<file path="src/rtl/serial_subtraction_design_if.sv">
`default_nettype none
// ----------------------------------------------------------------------------
// serial_subtraction_design_if: start/busy/done bus of the serial subtractor
// Rev 1.0
// ----------------------------------------------------------------------------
interface serial_subtraction_design_if #(
  parameter int WIDTH = 8
);
  logic             start;
  logic [WIDTH-1:0] num1;
  logic [WIDTH-1:0] num2;
  logic             busy;
  logic             done;
  logic [WIDTH:0]   dout;

  modport master (
    output start, num1, num2,
    input  busy, done, dout
  );

  modport slave (
    input  start, num1, num2,
    output busy, done, dout
  );
endinterface
`default_nettype wire

</file>
<file path="src/rtl/serial_subtraction_design.sv">
`default_nettype none
// ----------------------------------------------------------------------------
// serial_subtraction_design: bit-serial unsigned num1 - num2, LSB first
// Rev 1.0
// ----------------------------------------------------------------------------
module serial_subtraction_design #(
  parameter int WIDTH = 8
) (
  input wire clk,
  input wire reset,
  serial_subtraction_design_if.slave bus
);

  localparam int CW = (WIDTH > 1) ? $clog2(WIDTH) : 1;
  localparam logic [CW-1:0] LAST = CW'(WIDTH - 1);

  typedef enum logic [1:0] {
    IDLE = 2'd0,
    RUN  = 2'd1,
    DONE = 2'd2
  } state_t;

  state_t           state;
  state_t           state_next;
  logic [WIDTH-1:0] a;
  logic [WIDTH-1:0] b;
  logic [WIDTH-1:0] res;
  logic             borrow;
  logic [CW-1:0]    cnt;
  logic [WIDTH:0]   dout_reg;
  logic             busy_reg;
  logic             done_reg;

  logic             diff;
  logic             borrow_next;
  logic             last_bit;

  always_comb begin
    diff        = a[0] ^ b[0] ^ borrow;
    borrow_next = (~a[0] & b[0]) | (~(a[0] ^ b[0]) & borrow);
    last_bit    = (cnt == LAST);
    state_next  = state;
    case (state)
      IDLE:    if (bus.start) state_next = RUN;
      RUN:     if (last_bit) state_next = DONE;
      DONE:    state_next = IDLE;
      default: state_next = IDLE;
    endcase
  end

  always_ff @(posedge clk) begin
    if (reset) begin
      state    <= IDLE;
      a        <= '0;
      b        <= '0;
      res      <= '0;
      borrow   <= 1'b0;
      cnt      <= '0;
      dout_reg <= '0;
      busy_reg <= 1'b0;
      done_reg <= 1'b0;
    end else begin
      state    <= state_next;
      // Flags follow the next state so they are true flops, not state decodes.
      busy_reg <= (state_next != IDLE);
      done_reg <= (state_next == DONE);
      case (state)
        IDLE: begin
          if (bus.start) begin
            a      <= bus.num1;
            b      <= bus.num2;
            borrow <= 1'b0;
            cnt    <= '0;
          end
        end
        RUN: begin
          res    <= {diff, res[WIDTH-1:1]};
          a      <= a >> 1;
          b      <= b >> 1;
          borrow <= borrow_next;
          cnt    <= cnt + 1'b1;
          // dout is only ever written with a complete result.
          if (last_bit) dout_reg <= {borrow_next, diff, res[WIDTH-1:1]};
        end
        default: ;
      endcase
    end
  end

  assign bus.busy = busy_reg;
  assign bus.done = done_reg;
  assign bus.dout = dout_reg;

endmodule
`default_nettype wire
</file>
<file path="src/flat_wrapper.sv">
// flat-port wrapper written by rule: the top's interface ports become plain ports
module serial_subtraction_design_flat 
#(
  parameter int WIDTH = 8
)
  (clk, reset, bus_start, bus_num1, bus_num2, bus_busy, bus_done, bus_dout);
  serial_subtraction_design_if #(.WIDTH(WIDTH)) bus_i ();
  input wire clk;
  input wire reset;
  input wire logic [$bits(bus_i.start)-1:0] bus_start;
  input wire logic [$bits(bus_i.num1)-1:0] bus_num1;
  input wire logic [$bits(bus_i.num2)-1:0] bus_num2;
  output wire logic [$bits(bus_i.busy)-1:0] bus_busy;
  output wire logic [$bits(bus_i.done)-1:0] bus_done;
  output wire logic [$bits(bus_i.dout)-1:0] bus_dout;
  assign bus_i.start = bus_start;
  assign bus_i.num1 = bus_num1;
  assign bus_i.num2 = bus_num2;
  assign bus_busy = bus_i.busy;
  assign bus_done = bus_i.done;
  assign bus_dout = bus_i.dout;
  serial_subtraction_design #(.WIDTH(WIDTH)) u_core (.clk(clk), .reset(reset), .bus(bus_i));
endmodule
</file>
<file path="config.mk">
export PLATFORM = sky130hd
export DESIGN_NAME = serial_subtraction_design_flat
export DESIGN_NICKNAME = d
export VERILOG_FILES = /design/src/rtl/serial_subtraction_design_if.sv /design/src/rtl/serial_subtraction_design.sv /design/src/flat_wrapper.sv
export SDC_FILE = /design/constraint.sdc
export NUM_CORES = 1
export LEC_CHECK = 0
export ABC_AREA = 1
export CORE_MARGIN = 1
export CORE_UTILIZATION = 31
export DETAILED_ROUTE_END_ITERATION = 8
export PLACE_DENSITY_LB_ADDON = 0.15
export SLEW_MARGIN = 20
export SYNTH_ARGS = -nofsm -noshare
export SYNTH_HDL_FRONTEND = slang
export SYNTH_SLANG_ARGS = --single-unit
</file>
<file path="constraint.sdc">
create_clock -name clk -period 1.65 [get_ports clk]
set_input_delay 0.165 -clock clk [delete_from_list [all_inputs] [get_ports clk]]
set_output_delay 0.165 -clock clk [all_outputs]
set_load 0.05 [all_outputs]
</file>
==> results of run 1 <==
-- per-stage QoR --
stage          std cells  worst slack, ps
3_5_place_dp         347              230
5_1_grt              355             66.4
4_1_cts              355             78.4
2_1_floorplan        253              474
6_report             355             95.5
3_3_place_gp         347              220
-- layout make-up --
cell class	instances	area, sq um
clock buffers	5	68.8
clock inverters	3	46.3
fillers	559	3030
inverters	35	131
multi-input cells	165	732
flip-flops and latches	40	801
well taps	70	87.6
repair buffers	37	338
-- cell usage in the layout (no fill, tap or decap), drive strengths merged --
cell,instances
nor3,1
a21oi,19
inv,36
bufinv,1
nand2,47
fa,1
nor2,63
nand4,2
clkbuf,5
buf,18
nand3,16
clkdlybuf4s50,19
o21ai,14
ha,2
dfxtp,40
clkinvlp,1
-- kinds of logic after synthesis --
| logic type | after synthesis | share of synthesized area, % |
|---|---|---|
| simple gates | 129 | 29.9 |
| flops | 40 | 46.2 |
| buf+inv | 48 | 11.5 |
| fa+ha+maj | 3 | 2.60 |
| compound gates | 33 | 9.75 |
-- per-layer routing --
metal	vias to the layer above	part of all wire [%]	track usage, %	wire length, um
li1	832	-	-	-
met1	627	53	17.2	1880
met2	26	42	21.2	1490
met3	6	3.5	3.21	126
met4	0	2.0	6.35	70
met5	-	0	0	0
-- power groups by stage --
stage	Combinational, mW	Sequential, mW	Clock (mW)
4_1_cts	0.265	1.04	0.839
2_1_floorplan	0.171	1.06	0
3_5_place_dp	0.263	1.06	0
5_1_grt	0.303	1.05	0.878
6_report	0.261	1.04	0.811
3_3_place_gp	0.263	1.06	0
-- worst paths after layout --
path	start	endpoint	slack (ps)
worst max-delay path	u_core.bus.busy	bus_busy	100
worst min-delay path	u_core.a[7]	u_core.a[7]	460
worst max register to register	u_core.cnt[0]	u_core.bus.dout[1]	310
worst min register to register	u_core.a[7]	u_core.a[7]	460
==> metrics.log, run 1 <==
[metrics] result of the run: finished clean
[metrics] PnR Total Power: 2.11 mW
[metrics] synthesized net count: 275
[metrics] top cell types by occurrence after synthesis: nor2_1, nand2_1, dfxtp_1
[metrics] Hold Worst Slack: 465 ps
[metrics] net count of the finished layout: 306
[metrics] Antenna Violating Nets Remaining: 0
[metrics] row count: 26
[metrics] portion of total power attributed to the clock network: 38.5%
[metrics] final core occ: a little over two fifths
[metrics] share of layout cells above drive strength 1: between 10% and 20%
[metrics] category of the worst setup path launch point: flop
[metrics] global-route wire length before repair: 6320 um
[metrics] count of cells resized by post-cts repair: 0
[metrics] worst voltage drop across the vdd grid: between 0.0008 and 0.0009 V
[metrics] Netlist Area Pre-Place: 1730 sq um
[metrics] required time reported for the critical path endpoint: 1480 ps
[metrics] area of the placeable core: 5240 sq um
[metrics] cell depth of the worst setup path: 1
[metrics] switching share of power: around a quarter
[metrics] weighted congestion at the end of routability-driven global placement: 0.714
[metrics] Buffers on Ports: 29
[metrics] cell types with the largest area share after synthesis: dfxtp_1, nor2_1, nand2_1
[metrics] library cell with the largest summed area after synthesis: dfxtp_1
[metrics] initial core utilization: 33.1%
[metrics] top-area cell type share of the netlist area: a little under half
[metrics] area grow syn2layout: 27.3%
[metrics] kind of end point of the critical path: output pin
[metrics] Initial DRC Count: 65
[metrics] pwr/cell area: 957 nW/um^2
[metrics] CTS tree: yes
[metrics] count of hold-fix buffers inserted at cts: 0
[metrics] remaining global-route overflow: 0
[metrics] Die Outline Area: 5890 sq um
[metrics] fin crit period: between 1500 and 2000 ps
[metrics] final design instance area without fill: approximately 2200 sq um
[metrics] final setup violation count: 0
[metrics] static power due to leakage: 1.04 nW
[metrics] routed wire length: 3570 um
[metrics] Syn Area/Cell: approximately 6.8 sq um
[metrics] Internal Dissipation: 1.59 mW
[metrics] max reg flops: 9
[metrics] CP Data Arrival Time: 1390 ps
[metrics] aggregate global-route resource usage: 13.4%
[metrics] count of cells along the worst hold path: 2
[metrics] die extent in x: 76.7 um
[metrics] Post-synth top flop: dfxtp_1
[metrics] share of flip-flops with an asynchronous set or reset: 0%
[metrics] worst hold path class: flop to flop
[metrics] number of sinks driven by the clock tree: 40
[metrics] maximum capacitance violations: 0
[metrics] maximum single-stage delay on the critical path: 790 ps
[metrics] critical path class: flop to output pin
[metrics] slew at the pin with the worst max-slew slack: 487 ps
[metrics] cells traversed along the worst timing path: clkdlybuf4s50_1
[metrics] Post-synth EDFFs: 0
[metrics] CP max stage cell: clkdlybuf4s50_1
[metrics] Inserted Diodes: 0
[metrics] initial antenna violation count: 0
[metrics] CTS root buf: clkbuf_8
[metrics] part of the total power dissipated in sequential elements: 49.2%
[metrics] pin count of the biggest net entering global routing: 34
[metrics] register bit total from synthesis: 40
[metrics] height of the die: ~77 um
[metrics] buffering stage count on the worst path with inverters included: 1
[metrics] Top-Level Pins: 30
[metrics] HPWL after DPL: 2400 um
[metrics] worst clock skew: 11.7 ps
[metrics] standard cell area after detailed placement: 2090 sq um
[metrics] Comb power frac: 12.3%
[metrics] post-synthesis instance total: 253
[metrics] Netlist cell types: 18
[metrics] unrepaired setup endpoints after global routing: no
[metrics] DRC: 0
[metrics] worst slew slack as a fraction of its limit: 67.4%
[metrics] post-route clock period utilization: 94.2%
[metrics] TritonCTS Buffers: 5
[metrics] highest achievable clock rate: about 640 MHz
[metrics] count of synthesis-stage warnings from yosys: 0
[metrics] count of buffers added by post-CTS timing repair for setup: 0
[metrics] dominant cell by count in the synthesized netlist: nor2_1
[metrics] worst skew pair latency: 300 ps
[metrics] largest delay contributor family on the critical path: buffers and inverters
[metrics] number of pins with negative max-slew slack in the final report: 0
[metrics] via count: 1491
[metrics] count of H-tree levels built during CTS: 2
[metrics] Worst Path Max Fanout: 1
[metrics] hold violation count in the final report: 0
[metrics] via count of the first global-routing pass: ~1.5k
[metrics] detailed-routing iteration count for the pre-antenna-repair pass: 4
[metrics] final sum of negative setup slack: 0 ps
[metrics] largest buffer count on any clock path: 2
[metrics] via density per instance: between 4 and 5
[metrics] net switching power of the design: 520 uW
[metrics] worst-case reg-to-reg path depth: 8
[metrics] Seq/Total Area, Yosys: 46.2%
[metrics] wire per inst: about 10 um
[metrics] Clock Pin Slew Worst Setup and Hold Paths: 80 ps
(Power assumes the default switching activity.)
==> inputs of run 2 (changes only) <==
--- a/config.mk
+++ b/config.mk
@@ -10,6 +10,7 @@
 export CORE_UTILIZATION = 31
 export DETAILED_ROUTE_END_ITERATION = 8
 export PLACE_DENSITY_LB_ADDON = 0.15
+export REMOVE_ABC_BUFFERS = 1
 export SLEW_MARGIN = 20
 export SYNTH_ARGS = -nofsm -noshare
 export SYNTH_HDL_FRONTEND = slang
==> run 2 against run 1 <==
Power is 8.5% lower. Largest power group unchanged. Register-to-register slack about the same. Final area decreased by 1.2%. Critical endpoint is now bus_done. Critical path type unchanged. Critical path depth stayed put. Sequential share of layout area rose by 0.44 points. Flip-flop and latch count stayed put. Largest cell class unchanged.
==> metrics.log, run 2 (synthesized netlist as in run 1, its figures left out) <==
[metrics] result of the run: finished clean
[metrics] via density per instance: 4.27 (+1.6%)
[metrics] Buffers on Ports: 29 (unchanged)
[metrics] initial antenna violation count: 0 (unchanged)
[metrics] wire per inst: 10.3 um (+3.0%)
[metrics] post-route clock period utilization: 95.0% (+0.76 points)
[metrics] routed wire length: 3650 um (+2.4%)
[metrics] Inserted Diodes: 0 (unchanged)
[metrics] final design instance area without fill: 2180 sq um (-1.2%)
[metrics] via count: 1507 (+1.1%)
[metrics] worst voltage drop across the vdd grid: 0.000453 V (-48%)
[metrics] number of pins with negative max-slew slack in the final report: 0 (unchanged)
[metrics] worst slew slack as a fraction of its limit: 61.1% (-6.4 points)
[metrics] largest delay contributor family on the critical path: buffers and inverters
[metrics] weighted congestion at the end of routability-driven global placement: 0.714 (about the same)
[metrics] max reg flops: 9 (unchanged)
[metrics] unrepaired setup endpoints after global routing: no
[metrics] area of the placeable core: 5240 sq um (unchanged)
[metrics] Initial DRC Count: 56 (-14%)
[metrics] maximum capacitance violations: 0 (unchanged)
[metrics] pin count of the biggest net entering global routing: 35 (+2.9%)
[metrics] CP max stage cell: clkdlybuf4s50_1
[metrics] Die Outline Area: 5890 sq um (unchanged)
[metrics] row count: 26 (unchanged)
[metrics] Layout Cells excl Fill: 353 (-0.56%)
[metrics] Top-Level Pins: 30 (unchanged)
[metrics] remaining global-route overflow: 0 (unchanged)
[metrics] share of layout cells above drive strength 1: 9.89% (-0.98 points)
[metrics] final sum of negative setup slack: 0 ps (unchanged)
[metrics] Fill cells: 569 (+1.8%)
[metrics] cells traversed along the worst timing path: clkdlybuf4s50_1
[metrics] Worst Path Max Fanout: 1 (unchanged)
[metrics] Antenna Violating Nets Remaining: 0 (unchanged)
[metrics] final setup violation count: 0 (unchanged)
[metrics] detailed-routing iteration count for the pre-antenna-repair pass: 4 (unchanged)
[metrics] CP Data Arrival Time: 1400 ps (about the same)
[metrics] kind of end point of the critical path: output pin
[metrics] height of the die: 76.7 um (unchanged)
[metrics] aggregate global-route resource usage: 13.4% (-0.049 points)
[metrics] category of the worst setup path launch point: flop
[metrics] highest-count cells in the layout ignoring fill and taps: nor2_1, nand2_1, dfxtp_1
[metrics] hold violation count in the final report: 0 (unchanged)
[metrics] final core occ: 41.6% (-0.50 points)
[metrics] worst hold path class: flop to flop
[metrics] pwr/cell area: 887 nW/um^2 (-7.4%)
[metrics] required time reported for the critical path endpoint: 1480 ps (about the same)
[metrics] global-route wire length before repair: 6340 um (+0.33%)
[metrics] TritonCTS Buffers: 5 (unchanged)
[metrics] count of cells resized by post-cts repair: 0 (unchanged)
[metrics] Clock Pin Slew Worst Setup and Hold Paths: 80 ps (about the same)
[metrics] die extent in x: 76.7 um (unchanged)
[metrics] highest achievable clock rate: 638 MHz (-0.80%)
[metrics] static power due to leakage: 1.02 nW (-1.7%)
[metrics] worst skew pair latency: 290 ps (about the same)
[metrics] count of hold-fix buffers inserted at cts: 0 (unchanged)
[metrics] buffering stage count on the worst path with inverters included: 1 (unchanged)
[metrics] critical path class: flop to output pin
[metrics] slew at the pin with the worst max-slew slack: 582 ps (+95.4 ps)
[metrics] number of sinks driven by the clock tree: 40 (unchanged)
[metrics] DRC: 0 (unchanged)
[metrics] fin crit period: 1570 ps (+12.5 ps)
[metrics] minimum setup slack in the final design: 83.0 ps (-12.5 ps)
[metrics] standard cell area after detailed placement: 2100 sq um (+0.36%)
[metrics] count of buffers added by post-CTS timing repair for setup: 0 (unchanged)
[metrics] largest buffer count on any clock path: 2 (unchanged)
[metrics] PnR Total Power: 1.93 mW (-8.5%)
[metrics] worst clock skew: 4.66 ps (-7.02 ps)
[metrics] CTS tree: yes
[metrics] post-placement setup slack: 326 ps (+96.6 ps)
[metrics] area grow syn2layout: 25.8%
[metrics] net count of the finished layout: 305 (-0.33%)
[metrics] count of H-tree levels built during CTS: 2 (unchanged)
[metrics] HPWL after DPL: 2350 um (-1.9%)
[metrics] placed cell count: 346 (-0.29%)
[metrics] initial core utilization: 33.1% (unchanged)
[metrics] leading cell type in the layout, fill and taps excluded: nor2_1
[metrics] CTS root buf: clkbuf_8
[metrics] Hold Worst Slack: 466 ps (+0.917 ps)
[metrics] maximum single-stage delay on the critical path: 790 ps (about the same)
[metrics] via count of the first global-routing pass: 1383 (-7.0%)
==> run 2: cell types whose count changed in the layout (fill, tap and decap cells not counted), sizes merged <==
cell / previous run / this run
buf: 18 / 16
bufinv: 1 / 0
clkdlybuf4s50: 19 / 20
clkinv: 0 / 1
inv: 36 / 35
==> run 2: final cells by class <==
type,count,area (sq um),area share [%]
sequential,40,801,36.8
tap,70,87.6,4.02
clock inverter,2,12.5,0.574
timing repair buffer,36,345,15.9
multi-input combinational,165,732,33.6
inverter,35,131,6.03
clock buffer,5,68.8,3.16
==> run 2: path summary, 6_finish.rpt <==
| kind | startpoint | end | depth (start not counted) | slack [ps] |
|---|---|---|---|---|
| max | u_core.bus.done | bus_done | 1 | 80 |
| min | u_core.b[7] | u_core.b[7] | 2 | 470 |
| max reg2reg | u_core.state[0] | u_core.res[2] | 3 | 310 |
| min reg2reg | u_core.b[7] | u_core.b[7] | 2 | 470 |
==> run 2: routing by layer <==
| metal | share of wire, % | global-route usage [%] | vias to the layer above | wire length [um] |
|---|---|---|---|---|
| li1 | - | - | 832 | - |
| met1 | 53 | 17.3 | 643 | 1940 |
| met2 | 41 | 20.6 | 28 | 1500 |
| met3 | 4.9 | 4.88 | 4 | 178 |
| met4 | 0.82 | 4.04 | 0 | 30 |
| met5 | 0 | 0 | - | 0 |
==> run 2: power breakdown <==
part           internal [mW]  switching [mW]  total (mW)
combinational          0.121           0.142       0.263
sequential              1.01          0.0232        1.04
clock                  0.286           0.343       0.630
==> inputs of run 3 (changes only) <==
--- a/config.mk
+++ b/config.mk
@@ -7,7 +7,7 @@
 export LEC_CHECK = 0
 export ABC_AREA = 1
 export CORE_MARGIN = 1
-export CORE_UTILIZATION = 31
+export CORE_UTILIZATION = 50
 export DETAILED_ROUTE_END_ITERATION = 8
 export PLACE_DENSITY_LB_ADDON = 0.15
 export REMOVE_ABC_BUFFERS = 1
==> run 3 against run 2 <==
Largest power group unchanged. First-iteration DRC count rose by 71%. Setup slack better by 190 ps. Final area decreased by 3.6%. Largest cell class unchanged. Via count is 2.1% higher. Register-to-register slack about the same.
==> metrics.log, run 3 (synthesized netlist as in run 1, its figures left out) <==
[metrics] number of pins with negative max-slew slack in the final report: 0 (unchanged)
[metrics] CTS tree: yes
[metrics] net count of the finished layout: 304 (-0.33%)
[metrics] pin count of the biggest net entering global routing: 35 (unchanged)
[metrics] Layout Cells excl Fill: 329 (-6.8%)
[metrics] critical path class: flop to output pin
[metrics] final setup violation count: 0 (unchanged)
[metrics] via count of the first global-routing pass: 1292 (-6.6%)
[metrics] highest achievable clock rate: 726 MHz (+14%)
[metrics] via count: 1538 (+2.1%)
[metrics] kind of end point of the critical path: output pin
[metrics] final sum of negative setup slack: 0 ps (unchanged)
[metrics] Worst Path Max Fanout: 1 (unchanged)
[metrics] Internal Dissipation: 1.34 mW (-6.1%)
[metrics] initial core utilization: 51.9% (+19 points)
[metrics] via density per instance: 4.67 (+9.5%)
[metrics] worst clock skew: 12.1 ps (+7.41 ps)
[metrics] initial antenna violation count: 0 (unchanged)
[metrics] number of sinks driven by the clock tree: 40 (unchanged)
[metrics] Die Outline Area: 3700 sq um (-37%)
[metrics] post-placement setup slack: 222 ps (-104 ps)
[metrics] share of layout cells above drive strength 1: 9.19% (-0.71 points)
[metrics] cells traversed along the worst timing path: dlygate4sd2_1
[metrics] buffering stage count on the worst path with inverters included: 1 (unchanged)
[metrics] area grow syn2layout: 21.2%
[metrics] final design instance area without fill: 2100 sq um (-3.6%)
[metrics] fin crit period: 1380 ps (-189 ps)
[metrics] row count: 21 (-19%)
[metrics] hold violation count in the final report: 0 (unchanged)
[metrics] final core occ: 62.9% (+21 points)
[metrics] max reg flops: 9 (unchanged)
[metrics] remaining global-route overflow: 0 (unchanged)
[metrics] CP Data Arrival Time: 1210 ps (-190 ps)
[metrics] category of the worst setup path launch point: flop
[metrics] worst voltage drop across the vdd grid: 0.000561 V (+24%)
[metrics] worst slew slack as a fraction of its limit: 60.8% (-0.23 points)
[metrics] unrepaired setup endpoints after global routing: no
[metrics] static power due to leakage: 1.02 nW (-0.20%)
[metrics] portion of total power attributed to the clock network: 28.9% (-3.7 points)
[metrics] global-route wire length before repair: 5490 um (-13%)
[metrics] Inserted Diodes: 0 (unchanged)
[metrics] highest-count cells in the layout ignoring fill and taps: nor2_1, nand2_1, dfxtp_1
[metrics] maximum single-stage delay on the critical path: 530 ps (-260 ps)
[metrics] Clock Pin Slew Worst Setup and Hold Paths: 110 ps (+30 ps)
[metrics] worst hold path class: input port to flop
[metrics] detailed-routing iteration count for the pre-antenna-repair pass: 4 (unchanged)
[metrics] switching share of power: 26.3% (about the same)
[metrics] slew at the pin with the worst max-slew slack: 586 ps (+3.38 ps)
[metrics] CTS root buf: clkbuf_4
[metrics] standard cell area after detailed placement: 2040 sq um (-2.9%)
[metrics] largest delay contributor family on the critical path: buffers and inverters
[metrics] net switching power of the design: 478 uW (-6.1%)
[metrics] count of buffers added by post-CTS timing repair for setup: 0 (unchanged)
[metrics] result of the run: finished clean
[metrics] leading cell type in the layout, fill and taps excluded: nor2_1
[metrics] placed cell count: 321 (-7.2%)
[metrics] area of the placeable core: 3340 sq um (-36%)
[metrics] pwr/cell area: 864 nW/um^2 (-2.6%)
[metrics] TritonCTS Buffers: 5 (unchanged)
[metrics] post-route clock period utilization: 83.5% (-11 points)
[metrics] aggregate global-route resource usage: 20.1% (+6.7 points)
[metrics] count of hold-fix buffers inserted at cts: 0 (unchanged)
[metrics] wire per inst: 9.97 um (-3.6%)
[metrics] weighted congestion at the end of routability-driven global placement: 0.756 (+5.9%)
[metrics] HPWL after DPL: 2140 um (-9.0%)
[metrics] die extent in x: 60.9 um (-21%)
[metrics] Comb power frac: 13.8% (+0.2 points)
[metrics] worst skew pair latency: 340 ps (+50 ps)
[metrics] CP max stage cell: dlygate4sd2_1
[metrics] largest buffer count on any clock path: 2 (unchanged)
[metrics] Top-Level Pins: 30 (unchanged)
[metrics] count of H-tree levels built during CTS: 2 (unchanged)
[metrics] DRC: 0 (unchanged)
[metrics] minimum setup slack in the final design: 272 ps (+189 ps)
[metrics] routed wire length: 3280 um (-10%)
[metrics] Buffers on Ports: 29 (unchanged)
[metrics] required time reported for the critical path endpoint: 1480 ps (about the same)
[metrics] maximum capacitance violations: 0 (unchanged)
[metrics] Antenna Violating Nets Remaining: 0 (unchanged)
[metrics] part of the total power dissipated in sequential elements: 57.3% (+3.5 points)
[metrics] height of the die: 60.9 um (-21%)
[metrics] Initial DRC Count: 96 (+71%)
[run 3: per-layer routing]
metal  global-route usage, %  vias up  wire length [um]
met5                       0        -                 0
met4                    8.77        0                59
met3                    3.84        7               152
met2                    33.9       30              1470
met1                    24.9      672              1600
li1                        -      829                 -
[run 3: power groups by stage]
stage | sequential (mW) | combinational [mW] | clock (mW)
6_report | 1.04 | 0.250 | 0.524
5_1_grt | 1.04 | 0.288 | 0.573
4_1_cts | 1.04 | 0.252 | 0.536
3_5_place_dp | 1.06 | 0.250 | 0
3_3_place_gp | 1.06 | 0.247 | 0
2_1_floorplan | 1.06 | 0.149 | 0
[run 3: area by class of cell]
| type | instances | area [sq um] |
|---|---|---|
| fill | 320 | 1240 |
| sequential | 40 | 801 |
| multi-input combinational | 165 | 732 |
| timing repair buffer | 35 | 315 |
| inverter | 35 | 131 |
| tap | 46 | 57.6 |
| clock buffer | 7 | 55.1 |
| clock inverter | 1 | 7.51 |
[run 3: stage by stage]
stage                     hold slack [ps]  power (mW)
after CTS                             422        1.83
after floorplan                       234        1.21
after global routing                  428        1.90
final                                 427        1.81
after global placement                451        1.31
after detailed placement              453        1.31
[run 3: worst paths after layout]
kind,start,to,slack (ps),depth (start not counted)
min reg2reg,u_core.res[2],u_core.bus.dout[1],470,2
max,u_core.bus.done,bus_done,270,1
min,bus_num2[7],u_core.b[7],430,3
max reg2reg,u_core.cnt[0],u_core.bus.dout[3],310,8
[run 3: what timing repair did]
item,CTS,global route
pin swaps,0,0
gates resized for setup,2,1
setup endpoints to repair,2,1
